<file path="src/rtl/fetch_unit.sv">
// ============================================================================
// fetch_unit : PC owner, 1-cycle registered imem read, 2-entry {pc,instr} buffer
// Revision   : 1.0
// ============================================================================
`default_nettype none

module fetch_unit #(
  parameter logic [31:0] RESET_PC = 32'h0000_0000
) (
  input  logic        clk,
  input  logic        nreset,
  output logic [31:0] imem_addr,
  input  logic [31:0] imem_rdata,
  input  logic        redirect_valid,
  input  logic [31:0] redirect_pc,
  output logic        out_valid,
  output logic [31:0] out_instr,
  output logic [31:0] out_pc,
  input  logic        out_ready
);

  logic [31:0] fetch_pc_q,   fetch_pc_d;
  logic        pending_q,    pending_d;
  logic [31:0] pending_pc_q, pending_pc_d;
  logic [1:0]  count_q,      count_d;
  logic [31:0] pc0_q,    pc0_d;
  logic [31:0] instr0_q, instr0_d;
  logic [31:0] pc1_q,    pc1_d;
  logic [31:0] instr1_q, instr1_d;

  logic       w_pop;
  logic       w_push;
  logic       w_issue;
  logic [2:0] w_occ;

  assign imem_addr = fetch_pc_q;
  assign out_valid = (count_q != 2'd0);
  assign out_pc    = pc0_q;
  assign out_instr = instr0_q;

  // Slot 0 is always the head; slot 1 shifts down on pop.
  always_comb begin
    w_pop   = out_valid && out_ready;
    w_push  = pending_q && !redirect_valid;
    w_occ   = {1'b0, count_q} + {2'b00, pending_q} - {2'b00, w_pop};
    w_issue = !redirect_valid && (w_occ < 3'd2);

    fetch_pc_d   = fetch_pc_q;
    pending_d    = pending_q;
    pending_pc_d = pending_pc_q;
    count_d      = count_q;
    pc0_d        = pc0_q;
    instr0_d     = instr0_q;
    pc1_d        = pc1_q;
    instr1_d     = instr1_q;

    if (redirect_valid) begin
      fetch_pc_d = {redirect_pc[31:2], 2'b00};
      pending_d  = 1'b0;
      count_d    = 2'd0;
    end else begin
      pending_d = w_issue;
      if (w_issue) begin
        pending_pc_d = fetch_pc_q;
        fetch_pc_d   = fetch_pc_q + 32'd4;
      end
      case ({w_push, w_pop})
        2'b11: begin
          if (count_q == 2'd2) begin
            pc0_d    = pc1_q;
            instr0_d = instr1_q;
            pc1_d    = pending_pc_q;
            instr1_d = imem_rdata;
          end else begin
            pc0_d    = pending_pc_q;
            instr0_d = imem_rdata;
          end
        end
        2'b01: begin
          pc0_d    = pc1_q;
          instr0_d = instr1_q;
          count_d  = count_q - 2'd1;
        end
        2'b10: begin
          if (count_q == 2'd0) begin
            pc0_d    = pending_pc_q;
            instr0_d = imem_rdata;
          end else begin
            pc1_d    = pending_pc_q;
            instr1_d = imem_rdata;
          end
          count_d = count_q + 2'd1;
        end
        default: ;
      endcase
    end
  end

  always_ff @(posedge clk) begin
    if (!nreset) begin
      fetch_pc_q   <= RESET_PC;
      pending_q    <= 1'b0;
      pending_pc_q <= 32'd0;
      count_q      <= 2'd0;
      pc0_q        <= 32'd0;
      instr0_q     <= 32'd0;
      pc1_q        <= 32'd0;
      instr1_q     <= 32'd0;
    end else begin
      fetch_pc_q   <= fetch_pc_d;
      pending_q    <= pending_d;
      pending_pc_q <= pending_pc_d;
      count_q      <= count_d;
      pc0_q        <= pc0_d;
      instr0_q     <= instr0_d;
      pc1_q        <= pc1_d;
      instr1_q     <= instr1_d;
    end
  end

endmodule

`default_nettype wire
</file>
<file path="config.mk">
export PLATFORM = sky130hd
export DESIGN_NAME = fetch_unit
export DESIGN_NICKNAME = d
export VERILOG_FILES = /design/src/rtl/fetch_unit.sv
export SDC_FILE = /design/constraint.sdc
export NUM_CORES = 1
export LEC_CHECK = 0
export BUFFER_PORTS_ARGS = -buffer_cell sky130_fd_sc_hd__buf_4
export CAP_MARGIN = 15
export CORE_MARGIN = 4
export CORE_UTILIZATION = 55
export DETAILED_ROUTE_END_ITERATION = 10
export HOLD_SLACK_MARGIN = 0.08
export PLACE_DENSITY = 0.87
export SYNTH_ARGS = -nofsm -noshare
export SYNTH_HDL_FRONTEND = slang
export SYNTH_SLANG_ARGS = --single-unit
</file>
<file path="constraint.sdc">
create_clock -name clk -period 5.43 [get_ports clk]
set_clock_uncertainty 0.05 [all_clocks]
set_input_delay 0.2715 -clock clk [delete_from_list [all_inputs] [get_ports clk]]
set_output_delay 0.2715 -clock clk [all_outputs]
set_load 0.01 [all_outputs]
</file>
# == Word-level counts from Yosys, hierarchy flattened ==
# Index checks and enable logic that the tools add are counted.
# word_totals
reg_bits,195
inputBits,68
output_inout_bits,97
word_cells,53
# classes
add_sub_neg,5
magnitude_cmp,1
n_eq_ne,7
muxes,15
bitwise_logic,2
n_reduce_logical,14
# op_table
op,count
$mux 32,10
$pmux 32 s3,2
$pmux 32 s2,2
$add 32x3->32 const B,1
$reduce_bool 2->1,4
$eq 2x2->1 const B,3
$ne 2x2->1 const B,3
$pmux 2 s2,1
$reduce_and 4->1,1
$add 2x1->3,1
$logic_and 1x1->1,3
$lt 3x2->1 const B,1
$reduce_and 3->1,1
$reduce_bool 3->1,1
$sub 3x1->3,1
$add 2x1->2 const B,1
$eq 2x1->1 const B,1
$logic_not 2->1,1
$not 1->1,2
$reduce_and 2->1,1
$reduce_or 2->1,1
$sub 2x1->2 const B,1
$logic_not 1->1,1

# == Depth between registers and ports, before layout ==
# depth
depth_word,7
depth_mapped,12
ltp_nobuf,8

# == Worst setup path after synthesis ==
# OpenSTA, ideal clock, no wires.
# synth_timing
kind,reg-to-reg
startpoint,reg count_q[1]
endpoint,"reg fetch_pc_q[28], in the netlist imem_addr[28]"
setup_time_ns,0.074
arrival_time_ns,2.838
required_time_ns,5.306
path_slack_ns,2.468
path_stages_with_launch,12
path_buffers,3
synth_period_minus_slack_ns,2.962
cell_sequence,dfxtp_1 > o21a_1 > ha_1 > nand2b_1 > fa_1 > buf_4 > and2_1 > clkbuf_2 > nand3_1 > buf_2 > or4_1 > a31oi_1
# synth_via
elab_chain_len,6
word_cells_on_any_way,7
classes_between,add/sub: 2; order compare: 1; reduce/logical: 4
# synth_rtl
item,line,text
from (decl),25,"logic [1:0] count_q, count_d;"
from (signal assigned),113,count_q <= count_d;
"parallel branches: the longest is 2 deep, another holds $add 2x1->3",-,
$sub 3x1->3 *,45,"w_occ = {1'b0, count_q} + {2'b00, pending_q} - {2'b00, w_pop};"
$lt 3x2->1 *,46,w_issue = !redirect_valid && (w_occ < 3'd2);
$logic_and 1x1->1 *,46,
$reduce_bool 2->1 (no line) *,-,
to (signal assigned),110,fetch_pc_q <= fetch_pc_d;
to (decl),22,"logic [31:0] fetch_pc_q, fetch_pc_d;"
# Mark *: on every way between the ends.
# A chain may end at the register's enable or synchronous reset.

# == Worst setup path after layout ==
# layout_timing
startpoint,reg count_q[1]
endpoint,reg pending_pc_q[3]
# layout_via
elab_chain_len,6
word_cells_on_any_way,7
classes_between,add/sub: 2; order compare: 1; reduce/logical: 4
# layout_rtl
item,line,text
"parallel branches: the longest is 2 deep, another holds $add 2x1->3",-,
$sub 3x1->3 *,45,
$lt 3x2->1 *,46,
$logic_and 1x1->1 *,46,
$reduce_and 2->1 (no line) *,-,
to (signal assigned),112,pending_pc_q <= pending_pc_d;
to (decl),24,"logic [31:0] pending_pc_q, pending_pc_d;"
# Marks and branches as above.

==> flow_summary.ini <==
[floorplan]
die_x_um = 140
dieArea_sq_mm = 0.0197
start_util_pct = 55.8
die_h_um = 140
io-pin-count = 165
core_sq_mm = 0.0172
row_count = 48

[setup_path]
required_ns = 5.68
worstPathMaxFanout = 30
cp_slowest_stage_delay_ns = 0.92
cpMaxStageDelayCell = nand3_1
r2r_start = count_q[1]
critPathLaunchType = flop
cp_data_arrival_time_ns = 4.14
path_cells = o21a_1 -> ha_1 -> nand2b_1 -> fa_1 -> xnor2_2 -> nand3_1 -> nand2_1 -> a21boi_0
reg2reg_depth = 8
worstSetupEndpointType = flop
rrSetupSlack_ns = 1.55
reg2reg_to = pending_pc_q[3]
path_class = reg -> reg

[clock_tree]
cts_buffers = 17
clockBufferDepth = 2
path_clk_slew_ns = 0.07
cts-root-buf = clkbuf_16
cts_tree = built
cts_sinks = 187
postCtsSetupBuffers = 0
clk_latency_ns = 0.43
htreeDepth = 4

[routing]
drtIter0Drc = 782
routed_wl_um = 25300
first_pass_iters = 7
final_antenna_net_count = 0
drc_errors = 0
drt-wirelength-per-cell_um = 16.7
vias = 8983
viasPerCell = 5.94

[power]
power_density_mw_per_mm2 = 276
irDropWorstVdd_uv = 242
finalPower_uw = 3220
leakage_uw = 0.00415

[sta]
setup-tns-final_ns = 0
period_needed_ns = 3.88
worst_pin_slew_ns = 1.08
setup_violations = 0
slew_headroom_pct = 27.7
holdWs_ns = 0.101
min_period_over_period_pct = 71.5
hold_viol = 0
clock.fmax_ghz = 0.257
rsz0062_at_grt = false
final-max-slew-violation-count = 0

[synth]
seq_area_frac_synth_pct = 38.9
synth_top_cell_by_area = dfxtp_1
yosys-top-cells-area = dfxtp_1 (39%), nand2_1 (13%), a21boi_0 (11%), mux2_2 (7.1%), o211ai_1 (4.8%)
synthCells = 1158
synth_top_area_share_pct = 38.9
netlist-cell-type-count = 63
yosys_warnings = 0
syn_area_per_cell_sq_um = 8.30
ys.flop_type = dfxtp_1
synth.ff_latch_count = 187
synth_edf_count = 0
synth.cell_area_sq_mm = 0.00961
ys_async_sr_fraction_pct = 0

[finish]
most-common-layout-cells = nand2_1 (322), dfxtp_1 (187), buf_4 (169)
stdcell_area_sq_mm = 0.0117
drive_gt1_share_pct = 21.9
final_net_count = 1350
layout_commonest_cell = nand2_1
register_area_sq_mm = 0.00374
fillers = 1340
multi_input_area_sq_mm = 0.00537
n_antenna_cell = 0
syn2layout_area_growth_pct = 21.5

[global_route]
grt_overflow = 0
grt_pass1_vias = 8456
grt_pass1_wl_um = 41800
antenna_found_initial = 0
grt_max_degree = 115
track_usage_pct = 25.3

[min_path]
min_path_cells = 3
min-delay-start = redirect_pc[15]
hold_path_class = in -> reg
holdPathEnd = imem_addr[15]

[job]
drv_cap = 0

[run_status]
status = finished, final reports clean

[placement]
dp_hpwl_um = 15400
place_area_sq_mm = 0.0107
gp_congestion = 0.840
io_buffer_count = 158
==> state kept, by name (all words and copies together), names as in the netlist <==
register      flops
out_instr        32
pending_q         1
instr1_q         32
pending_pc_q     30
out_pc           30
imem_addr        30
pc1_q            30
count_q           2
==> cells in the mapped netlist, drive strengths merged (2+ instances only) <==
library cell,n
nand2,322
dfxtp,187
a21boi,152
clkbuf,84
o211ai,62
mux2,61
a22oi,60
buf,29
o21ai,25
a31oi,13
nand4,13
nand3,10
nor2,10
and2,9
and3,9
o31ai,9
and4,8
or4,8
inv,7
nand2b,7
a21oi,6
xor2,6
ha,5
xnor2,5
a311oi,4
nor2b,4
nor3b,4
o211a,4
or2,4
nor3,3
nor4,3
o2111a,3
or3,3
a221oi,2
a41o,2
o21a,2
o41ai,2
==> cell type report <==
cell class | count | share of cell area, %
flip-flops and latches | 187 | 32.1
repair buffers | 209 | 14.3
multi-input cells | 854 | 46.0
clock buffers | 22 | 4.06
clock inverters | 9 | 0.964
inverters | 7 | 0.225
well taps | 225 | 2.41
==> layer usage <==
| metal | vias up | global-route usage [%] | wire length, um |
|---|---|---|---|
| li1 | 4335 | - | - |
| met1 | 4203 | 35.1 | 11100 |
| met2 | 394 | 39.6 | 11600 |
| met3 | 51 | 5.09 | 2000 |
| met4 | 0 | 8.21 | 525 |
| met5 | - | 0 | 0 |
==> what timing repair did <==
action                     CTS  global route
setup endpoints to repair    0             0
hold endpoints to repair    40             0
hold buffers                40             0
gates resized for setup      0             0
==> kinds of logic after synthesis <==
kind of cell / count (synthesis) / synth area share [%]
XOR/XNOR: 11 / 1.08
other: 1 / 0.0390
AO/OA/AOI/OAI: 353 / 27.1
AND/OR/NAND/NOR: 419 / 19.2
buffers and inverters: 120 / 5.64
multiplexers: 61 / 7.15
adder cells (fa/ha/maj): 6 / 0.859
flip-flops: 187 / 38.9
==> metrics by stage <==
stage	setup slack [ns]	utilization, %	cells
6_report	1.55	67.7	1513
4_1_cts	1.51	67.7	1513
2_1_floorplan	2.47	-	1161
3_5_place_dp	1.58	62.0	1442
3_3_place_gp	1.67	62.0	1442
5_1_grt	1.23	67.7	1513
==> power by group <==
| group | total [uW] | internal, uW | switching [uW] |
|---|---|---|---|
| Sequential | 1490 | 1430 | 62.2 |
| Clock | 1240 | 715 | 527 |
| Combinational | 492 | 221 | 271 |
| Total | 3220 | 2360 | 860 |
==> worst max-delay path: cells and delay by family, from the launching register on <==
family | cells | cell delay [ns]
XOR/XNOR | 1 | 0.59
flip-flops | 1 | 0.53
AND/OR/NAND/NOR | 3 | 1.37
adder cells (fa/ha/maj) | 2 | 0.70
AO/OA/AOI/OAI | 2 | 0.52
==> worst max-delay path by stage <==
| stage | end | cells after the start | slack [ns] | startpoint |
|---|---|---|---|---|
| 6_report | pending_pc_q[3] | 8 | 1.55 | count_q[1] |
| 5_1_grt | pending_pc_q[3] | 8 | 1.23 | count_q[1] |
| 4_1_cts | pending_pc_q[3] | 8 | 1.51 | count_q[1] |
| 3_5_place_dp | pending_pc_q[19] | 8 | 1.58 | count_q[1] |
| 3_3_place_gp | pending_pc_q[24] | 8 | 1.67 | count_q[1] |
| 2_1_floorplan | imem_addr[28] | 11 | 2.47 | count_q[1] |
No activity file was read; power rests on OpenSTA's default activity.
